**src/rtl/cv32e40p_conv_tile_engine.sv**
```systemverilog
// 3x3 convolution tile engine: loads NUM_CH 4x4 tiles, produces a 2x2 output tile with optional ReLU / 2x2 max-pool.
// Define CONV_SAT_EN for saturating output conversion; otherwise the conversion wraps to DATA_W bits.
module cv32e40p_conv_tile_engine #(
  parameter int DATA_W = 32,
  parameter int NUM_CH = 1,
  parameter int SHIFT  = 0
) (
  input  logic                        clk,
  input  logic                        rst_n,
  input  logic                        start_i,
  input  logic [1:0]                  mode_i,
  input  logic                        w_we_i,
  input  logic [$clog2(9*NUM_CH)-1:0] w_addr_i,
  input  logic [DATA_W-1:0]           w_data_i,
  input  logic                        in_valid_i,
  input  logic [DATA_W-1:0]           in_data_i,
  output logic                        in_ready_o,
  output logic                        out_valid_o,
  output logic [DATA_W-1:0]           out_data_o,
  output logic                        out_last_o,
  input  logic                        out_ready_i,
  output logic                        busy_o,
  output logic                        done_o,
  output logic                        err_o
);
  localparam int NW    = 9 * NUM_CH;
  localparam int NX    = 16 * NUM_CH;
  localparam int WA    = $clog2(NW);
  localparam int XW    = $clog2(NX);
  localparam int ACC_W = 2 * DATA_W + 6;

  typedef enum logic [2:0] {S_IDLE, S_LOAD, S_COMPUTE, S_POST, S_DRAIN} state_t;

  state_t                    r_state;
  logic [1:0]                r_mode;
  logic signed [DATA_W-1:0]  r_w   [NW];
  logic signed [DATA_W-1:0]  r_x   [NX];
  logic signed [ACC_W-1:0]   r_acc;
  logic signed [ACC_W-1:0]   r_res [4];
  logic signed [DATA_W-1:0]  r_out [4];
  logic [XW-1:0]             r_xcnt;
  logic [WA-1:0]             r_k;
  logic [1:0]                r_i, r_j, r_ch, r_o, r_oidx;
  logic                      r_out_valid, r_out_last, r_done, r_err;
  logic [DATA_W-1:0]         r_out_data;

  logic [XW-1:0]             w_xaddr;
  logic signed [2*DATA_W-1:0] w_prod;
  logic signed [ACC_W-1:0]   w_acc_next;
  logic signed [DATA_W-1:0]  w_post [4];
  logic signed [DATA_W-1:0]  w_best;
  logic                      w_relu, w_pool;

  // Sample index of x[ch][r+i][c+j] for the output currently being accumulated
  always_comb begin
    w_xaddr    = XW'(32'(r_ch) * 32'd16 + (32'(r_o[1]) + 32'(r_i)) * 32'd4 + 32'(r_o[0]) + 32'(r_j));
    w_prod     = r_x[w_xaddr] * r_w[r_k];
    w_acc_next = r_acc + ACC_W'(w_prod);
  end

`ifdef CONV_SAT_EN
  localparam logic signed [ACC_W-1:0] SAT_HI = {{(ACC_W-DATA_W+1){1'b0}}, {(DATA_W-1){1'b1}}};
  localparam logic signed [ACC_W-1:0] SAT_LO = {{(ACC_W-DATA_W+1){1'b1}}, {(DATA_W-1){1'b0}}};
  logic signed [ACC_W-1:0] w_sh;
`endif

  always_comb begin
    w_relu = (r_mode == 2'd1) || (r_mode == 2'd2);
    w_pool = r_mode[1];
    w_post = '{default: '0};
`ifdef CONV_SAT_EN
    w_sh   = '0;
`endif
    for (int unsigned k = 0; k < 4; k++) begin
`ifdef CONV_SAT_EN
      w_sh = r_res[k] >>> SHIFT;
      if (w_sh > SAT_HI)      w_post[k] = DATA_W'(SAT_HI);
      else if (w_sh < SAT_LO) w_post[k] = DATA_W'(SAT_LO);
      else                    w_post[k] = DATA_W'(w_sh);
`else
      w_post[k] = DATA_W'(r_res[k] >>> SHIFT);
`endif
      if (w_relu && w_post[k][DATA_W-1]) w_post[k] = '0;
    end
    // Strict compare keeps the lowest index on ties
    w_best = w_post[0];
    for (int unsigned k = 1; k < 4; k++)
      if (w_post[k] > w_best) w_best = w_post[k];
  end

  always_ff @(posedge clk or negedge rst_n) begin
    if (!rst_n) begin
      r_state     <= S_IDLE;
      r_mode      <= '0;
      for (int unsigned k = 0; k < NW; k++) r_w[k] <= '0;
      for (int unsigned k = 0; k < NX; k++) r_x[k] <= '0;
      for (int unsigned k = 0; k < 4; k++) begin
        r_res[k] <= '0;
        r_out[k] <= '0;
      end
      r_acc       <= '0;
      r_xcnt      <= '0;
      r_k         <= '0;
      r_i         <= '0;
      r_j         <= '0;
      r_ch        <= '0;
      r_o         <= '0;
      r_oidx      <= '0;
      r_out_valid <= 1'b0;
      r_out_last  <= 1'b0;
      r_out_data  <= '0;
      r_done      <= 1'b0;
      r_err       <= 1'b0;
    end else begin
      r_done <= 1'b0;
      r_err  <= 1'b0;
      if (w_we_i) begin
        if (r_state == S_IDLE && w_addr_i < WA'(NW)) r_w[w_addr_i] <= w_data_i;
        else                                         r_err <= 1'b1;
      end
      case (r_state)
        S_IDLE: if (start_i) begin
          r_mode  <= mode_i;
          r_xcnt  <= '0;
          r_state <= S_LOAD;
        end
        S_LOAD: if (in_valid_i) begin
          r_x[r_xcnt] <= in_data_i;
          r_xcnt      <= r_xcnt + 1'b1;
          if (r_xcnt == XW'(NX - 1)) begin
            r_acc   <= '0;
            r_k     <= '0;
            r_i     <= '0;
            r_j     <= '0;
            r_ch    <= '0;
            r_o     <= '0;
            r_state <= S_COMPUTE;
          end
        end
        S_COMPUTE: begin
          if (r_k == WA'(NW - 1)) begin
            r_res[r_o] <= w_acc_next;
            r_acc      <= '0;
            r_k        <= '0;
            r_i        <= '0;
            r_j        <= '0;
            r_ch       <= '0;
            r_o        <= r_o + 1'b1;
            if (r_o == 2'd3) r_state <= S_POST;
          end else begin
            r_acc <= w_acc_next;
            r_k   <= r_k + 1'b1;
            if (r_j == 2'd2) begin
              r_j <= '0;
              if (r_i == 2'd2) begin
                r_i  <= '0;
                r_ch <= r_ch + 1'b1;
              end else r_i <= r_i + 1'b1;
            end else r_j <= r_j + 1'b1;
          end
        end
        S_POST: begin
          r_out       <= w_post;
          r_out_data  <= w_pool ? w_best : w_post[0];
          r_out_last  <= w_pool;
          r_out_valid <= 1'b1;
          r_oidx      <= '0;
          r_state     <= S_DRAIN;
        end
        S_DRAIN: if (out_ready_i) begin
          if (r_out_last) begin
            r_out_valid <= 1'b0;
            r_out_last  <= 1'b0;
            r_done      <= 1'b1;
            r_state     <= S_IDLE;
          end else begin
            r_oidx     <= r_oidx + 1'b1;
            r_out_data <= r_out[r_oidx + 2'd1];
            r_out_last <= (r_oidx == 2'd2);
          end
        end
        default: r_state <= S_IDLE;
      endcase
    end
  end

  assign in_ready_o  = (r_state == S_LOAD);
  assign busy_o      = (r_state != S_IDLE);
  assign out_valid_o = r_out_valid;
  assign out_data_o  = r_out_data;
  assign out_last_o  = r_out_last;
  assign done_o      = r_done;
  assign err_o       = r_err;
endmodule
```
**config.mk**
```make
export PLATFORM = sky130hd
export DESIGN_NAME = cv32e40p_conv_tile_engine
export DESIGN_NICKNAME = d
export VERILOG_FILES = /design/src/rtl/cv32e40p_conv_tile_engine.sv
export SDC_FILE = /design/constraint.sdc
export NUM_CORES = 2
export LEC_CHECK = 0
export CORE_MARGIN = 10
export CORE_UTILIZATION = 30
export DETAILED_ROUTE_END_ITERATION = 7
export SETUP_SLACK_MARGIN = 0.15
export SYNTH_ARGS = -nofsm -noshare
export SYNTH_HDL_FRONTEND = slang
export SYNTH_SLANG_ARGS = --single-unit
```
**constraint.sdc**
```tcl
create_clock -name clk -period 11 [get_ports clk]
set_clock_uncertainty 0.05 [all_clocks]
set_input_delay 2.2 -clock clk [delete_from_list [all_inputs] [get_ports clk]]
set_output_delay 2.2 -clock clk [all_outputs]
set_load 0.005 [all_outputs]
```
After elaboration in Yosys (flattened, before gate mapping):

Index checks and enable logic that the tools add are counted.

* bits in registers: 1335
* bits in latches: 0
* memory bits (writable): 0
* ROM bits: 0
* input port bits: 76
* word-level logic and storage cells: 198
* memories kept: 0

* add/sub/neg operators: 11
* $mul: 1
* divide/modulo/power cells: 0
* order comparisons: 13
* equal/unequal tests: 21
* shift operators: 0
* muxes and demuxes: 73
* bitwise operators: 6
* reductions and logical operators: 26

Operator list (number)
* $mux W32: 18
* $bwmux W512: 1
* $bwmux W288: 1
* $bwmux W280: 1
* $mux W70: 4
* $bmux W32 S4: 2
* $demux W32 S4: 2
* $demux W70 S2: 1
* $pmux W70 S2: 1
* $gt A32 B32 Y1: 3
* $add A70 B64 Y70: 1
* $bmux W32 S2: 1
* $mul A32 B32 Y64: 1
* $pmux W32 S2: 1
* $mux W3: 7
* $ge A5 B5 Y1 const B: 4
* $mux W2: 10
* $mux W4: 5
* $not A4 Y5: 4
* $pmux W2 S2: 4
* $pmux W4 S2: 2
* $pmux W3 S5: 1
* $ne A2 B2 Y1 const B: 7
* $reduce_and A3 Y1: 4
* 29 further kinds: 65

Logic depth before layout (Yosys ltp):

* word-level depth: 12
* gate-level depth with buffers: 47
* depth with buffers taken out: 40

Least setup slack after synthesis:

No wires, ideal clock.

* kind: register to register
* start: reg r_o[0]
* end: reg r_res[100] in the netlist's numbering
* setup time: 0.141 ns
* data arrival time: 9.854 ns
* setup slack: 0.955 ns
* cell stages (with the launch flop): 39
* clock period less this slack: 10.045 ns
* cell sequence: dfrtp_1 > ha_1 > ha_1 > clkbuf_1 > buf_2 > clkbuf_1 > clkbuf_1 > mux4_2 > nand2_1 > a31oi_1 > clkbuf_1 > clkbuf_1 > nand2_1 > fa_1 > fa_1 > fa_1 > inv_1 > fa_1 > [3 not listed] > fa_1 > fa_1 > inv_1 > ha_1 > o21a_1 > o21ai_0 > a211oi_1 > o31a_1 > o21ai_0 > a31oi_1 > o21a_1 > o21a_1 > o21ai_0 > a21boi_0 > o21a_1 > o21ai_0 > nor3b_1 > o31ai_1

* word-level cells in the longest chain between the ends: 9
* elaborated cells between the ends (all ways): 15
* classes of those cells: 3 x add/sub; 1 x mul; 2 x order compare; 6 x mux; 2 x bitwise; 1 x reduce/logical

RTL lines
* start, declared: RTL line 43 `logic [1:0] r_i, r_j, r_ch, r_o, r_oidx;`
* start signal, assigned: RTL line 148 `r_o <= r_o + 1'b1;`
* $add A4 B1 Y4: RTL line 56 `w_xaddr = XW'(32'(r_ch) * 32'd16 + (32'(r_o[1]) + 32'(r_i)) * 32'd4 + 32'(r_o[0]) + 32'(r_j));`
* $add A4 B2 Y4: RTL line 56
* $not A4 Y5 (not written as such): RTL line 57 `w_prod = r_x[w_xaddr] * r_w[r_k];`
* $bmux W32 S4: RTL line 57
* $mux W32 (not written as such) (2 in a row): RTL line 57
* $mul A32 B32 Y64: RTL line 57
* $add A70 B64 Y70: RTL line 58 `w_acc_next = r_acc + ACC_W'(w_prod);`
* $bwmux W280 (*): RTL line 142 `r_res[r_o] <= w_acc_next;`
* end signal, assigned by index: RTL line 142
* end, declared: RTL line 39 `logic signed [ACC_W-1:0] r_res [4];`

Mark *: on every way between the ends. The rest lies on a longest branch, timed or not. The select of a mux whose other input is x is not followed.
A chain may end at the register's enable or synchronous reset.

Final worst setup path:

* start: reg r_o[0]
* end: reg r_res[241] in the netlist's numbering

Same word-level chain as after synthesis.

==> impl_metrics.json <==
{
  "finalHoldViolCount": 0,
  "drive_above_1_share_pct": 26.04,
  "start_kind": "flop",
  "crit_path_end_kind": "flop",
  "die_width_um": 504.1,
  "initial_core_util_pct": 30.18,
  "rsz0062_at_grt": "false",
  "gp_congestion": 0.8600,
  "first_iter_violations": 3172,
  "cp_slowest_stage_delay_ns": 0.86,
  "cts_setup_buffers": 0,
  "wl_per_cell_um": 21.15,
  "cts_tree": "done",
  "ioPinCount": 114,
  "syn_avg_cell_area_um2": 11.74,
  "clockRootBuffer": "clkbuf_16",
  "drtAntennaViolNets": 0,
  "numCtsBuffers": 121,
  "grt_use_total_pct": 15.15,
  "fin_util_pct": 34.41,
  "synthArstFlopShare_pct": 100.0,
  "num_rows": 177,
  "finalCritPeriodShare_pct": 93.11,
  "setup_tns_ns": 0,
  "clock-sinks": 1145,
  "leakagePower_uw": 0.03717,
  "drc": 0,
  "finalNonFillerCells": 9250,
  "grt_max_degree": 177,
  "insertion_delay_ns": 0.84,
  "areaGrowthSynthToFinish_pct": 14.01,
  "antenna_found_initial": 24,
  "setup_viol": 0,
  "max_slew_margin_pct": 16.76,
  "synthFlopType": "dfrtp_1",
  "cts_buffer_depth": 3,
  "cts.htree.levels": 3,
  "critPathSlowestCell": "a31oi_2",
  "seq_area_frac_synth_pct": 40.75,
  "yosysWarnings": 0,
  "finalWirelength_mm": 195.7,
  "die_h_um": 504.1,
  "ys_ff_latch": 1145,
  "path_class": "reg -> reg",
  "place_inst": 9019,
  "tightest_slew_ns": 1.243,
  "irDropWorstVdd_v": 0.0005506,
  "worstPathRequired_ns": 11.65,
  "dr.pass1.iters": 6,
  "gr-total-overflow": 0,
  "cp_max_fo": 38,
  "grt_pass1_vias": 49765,
  "period_minus_slack_ns": 10.24,
  "portBuffers": 113,
  "worstPathArrival_ns": 10.89,
  "synth_edf_count": 0,
  "via_count": 46194,
  "nNetsFinal": 6782,
  "grt_first_pass_wirelength_mm": 305.9,
  "synth_cell_types": 67,
  "power.density_mw_per_mm2": 329.4,
  "coreArea_mm2": 0.2330,
  "dieArea_mm2": 0.2541,
  "viasPerCell": 4.994,
  "path_common_cell": "fa_1",
  "mappedNetlistArea_mm2": 0.07031,
  "hold_class": "reg -> reg",
  "maxCapViolations": 0,
  "synthCells": 5991,
  "hold_buffers": 0,
  "cts-resized-gates": 0,
  "dpl.hpwl_mm": 131.5,
  "syn_nets": 6763,
  "drv_slew": 0,
  "status": "completed",
  "maxClockFrequency_ghz": 0.09764,
  "path_clk_slew_ns": 0.07
}
layout by cell type, fill, tap and decap left out, types with 11 or more instances in the layout:
cell                n
nand2_1           950
buf_4             143
a21oi_1           107
nor2b_1            67
o211a_1            22
a211oi_1           35
dfrtp_1          1139
nand2b_1           39
a31oi_1            15
o21a_1             19
mux2i_1            37
nand3_1            19
xnor2_1            78
mux4_2            224
o31ai_1            26
nor2_1            110
nand4_1            15
buf_12             12
ha_1              256
clkinv_2           19
a221oi_1           12
clkbuf_16         121
xor2_1             14
o21ai_0           207
a21o_1             22
clkdlybuf4s50_1   112
nand2_2            18
mux2_2            905
and2_1            118
fa_1              438
nor3_1             18
a31oi_2            12
inv_1             541
o21ai_1            11
clkbuf_1           18
bufinv_16          19
clkbuf_8           32
per-stage QoR:
step	instance area (µm²)	hold slack (ns)	power, µW	setup slack [ns]
finish	80160	0.4136	26400	0.7583
global route	80150	0.4372	28290	0.2161
CTS	80110	0.4243	26470	0.4876
detailed placement	75660	0.4127	21820	0.6171
global placement	75660	0.4036	21530	0.7432
floorplan	70310	0.3902	15990	0.9551
where the power goes:
| group | internal, µW | switching [µW] | leakage [µW] |
|---|---|---|---|
| logic | 6130 | 9540 | 0.0200 |
| registers | 5460 | 744 | 0.0150 |
| clock network | 2690 | 1840 | 0.00218 |
state kept, by name, indices dropped and copies added, names as in the netlist:
signal / count
r_oidx: 2
r_acc: 32
r_res: 128
out_valid_o: 1
r_xcnt: 4
err_o: 1
done_o: 1
r_o: 2
r_i: 2
r_w: 288
out_last_o: 1
r_state: 3
r_mode: 2
r_j: 2
r_x: 512
out_data_o: 32
r_out: 128
r_k: 4
layout make-up:
class,count,area [µm²]
Fill cell,23100,152800
Multi-Input combinational cell,3933,38620
Sequential cell,1145,28670
Tap cell,3132,3919
Clock buffer,171,3536
Timing Repair Buffer,268,2450
Inverter,541,2031
Clock inverter,52,922.1
Antenna cell,8,20.02
routing by layer:
metal | part of all wire, % | global-route usage, %
met1 | 45 | 20.54
met2 | 47 | 24.57
met3 | 5.9 | 2.984
met4 | 2.9 | 4.396
met5 | 0.087 | 0
Yosys cell counts, types with 5 or more instances:
cell,count,area share [%]
a22o_1,7,0.087
ha_1,258,4.6
a221o_1,8,0.11
o211a_1,22,0.31
and3_1,8,0.071
nand4_1,15,0.13
nor2b_1,67,0.60
a221oi_1,12,0.15
nand2_1,968,5.2
o21ai_0,217,1.5
fa_1,438,12
o21a_1,19,0.20
buf_2,21,0.15
mux2_1,6,0.096
o31ai_2,7,0.12
a211oi_1,35,0.37
xnor2_1,80,1.0
nand2b_1,39,0.35
dfrtp_1,1145,41
buf_4,5,0.053
a31oi_1,34,0.30
a21oi_1,107,0.76
a21boi_0,7,0.075
mux4_2,224,7.2
mux2_2,905,14
mux2_4,9,0.19
buf_1,74,0.40
clkbuf_1,270,1.4
mux2i_1,37,0.53
o21ai_1,14,0.10
o31ai_1,26,0.28
nor3_1,19,0.14
a21o_1,22,0.23
and2_1,119,1.1
nand3_1,25,0.18
inv_1,541,2.9
nor2_1,114,0.61
o22ai_1,5,0.044
xor2_1,15,0.19
final timing paths:
| kind | startpoint | end | slack (ns) | cells after the start |
|---|---|---|---|---|
| setup / recovery | r_o[0] | r_res[241] | 0.76 | 31 |
| max in group asynchronous | rst_n | r_w[71] | 7.03 | 3 |
| min in group asynchronous | rst_n | r_acc[26] | 1.34 | 1 |
| setup reg to reg | r_o[0] | r_res[241] | 0.76 | 31 |
| hold reg to reg | r_res[150] | r_out[74] | 0.41 | 2 |
| hold / removal | r_res[150] | r_out[74] | 0.41 | 2 |
worst max-delay path: cells and delay by family, from the launching register on:
kind	cells	cell delay, ns
xor+xnor	1	0.52
buf+inv	2	0.36
mux	2	0.51
compound gates	11	2.79
fa+ha+maj	11	4.77
simple gates	4	0.58
flops	1	0.48
logic make-up after synthesis:
group                    count (synthesis)  share of synthesized area (%)
AND/OR/NAND/NOR                       1396                          8.561
flip-flops                            1145                          40.75
AO/OA/AOI/OAI                          563                          4.972
XOR/XNOR                                95                          1.183
buffers and inverters                  913                          4.959
adder cells (fa/ha/maj)                698                          17.09
multiplexers                          1181                          22.48
Power figures use the tool's default switching activity.
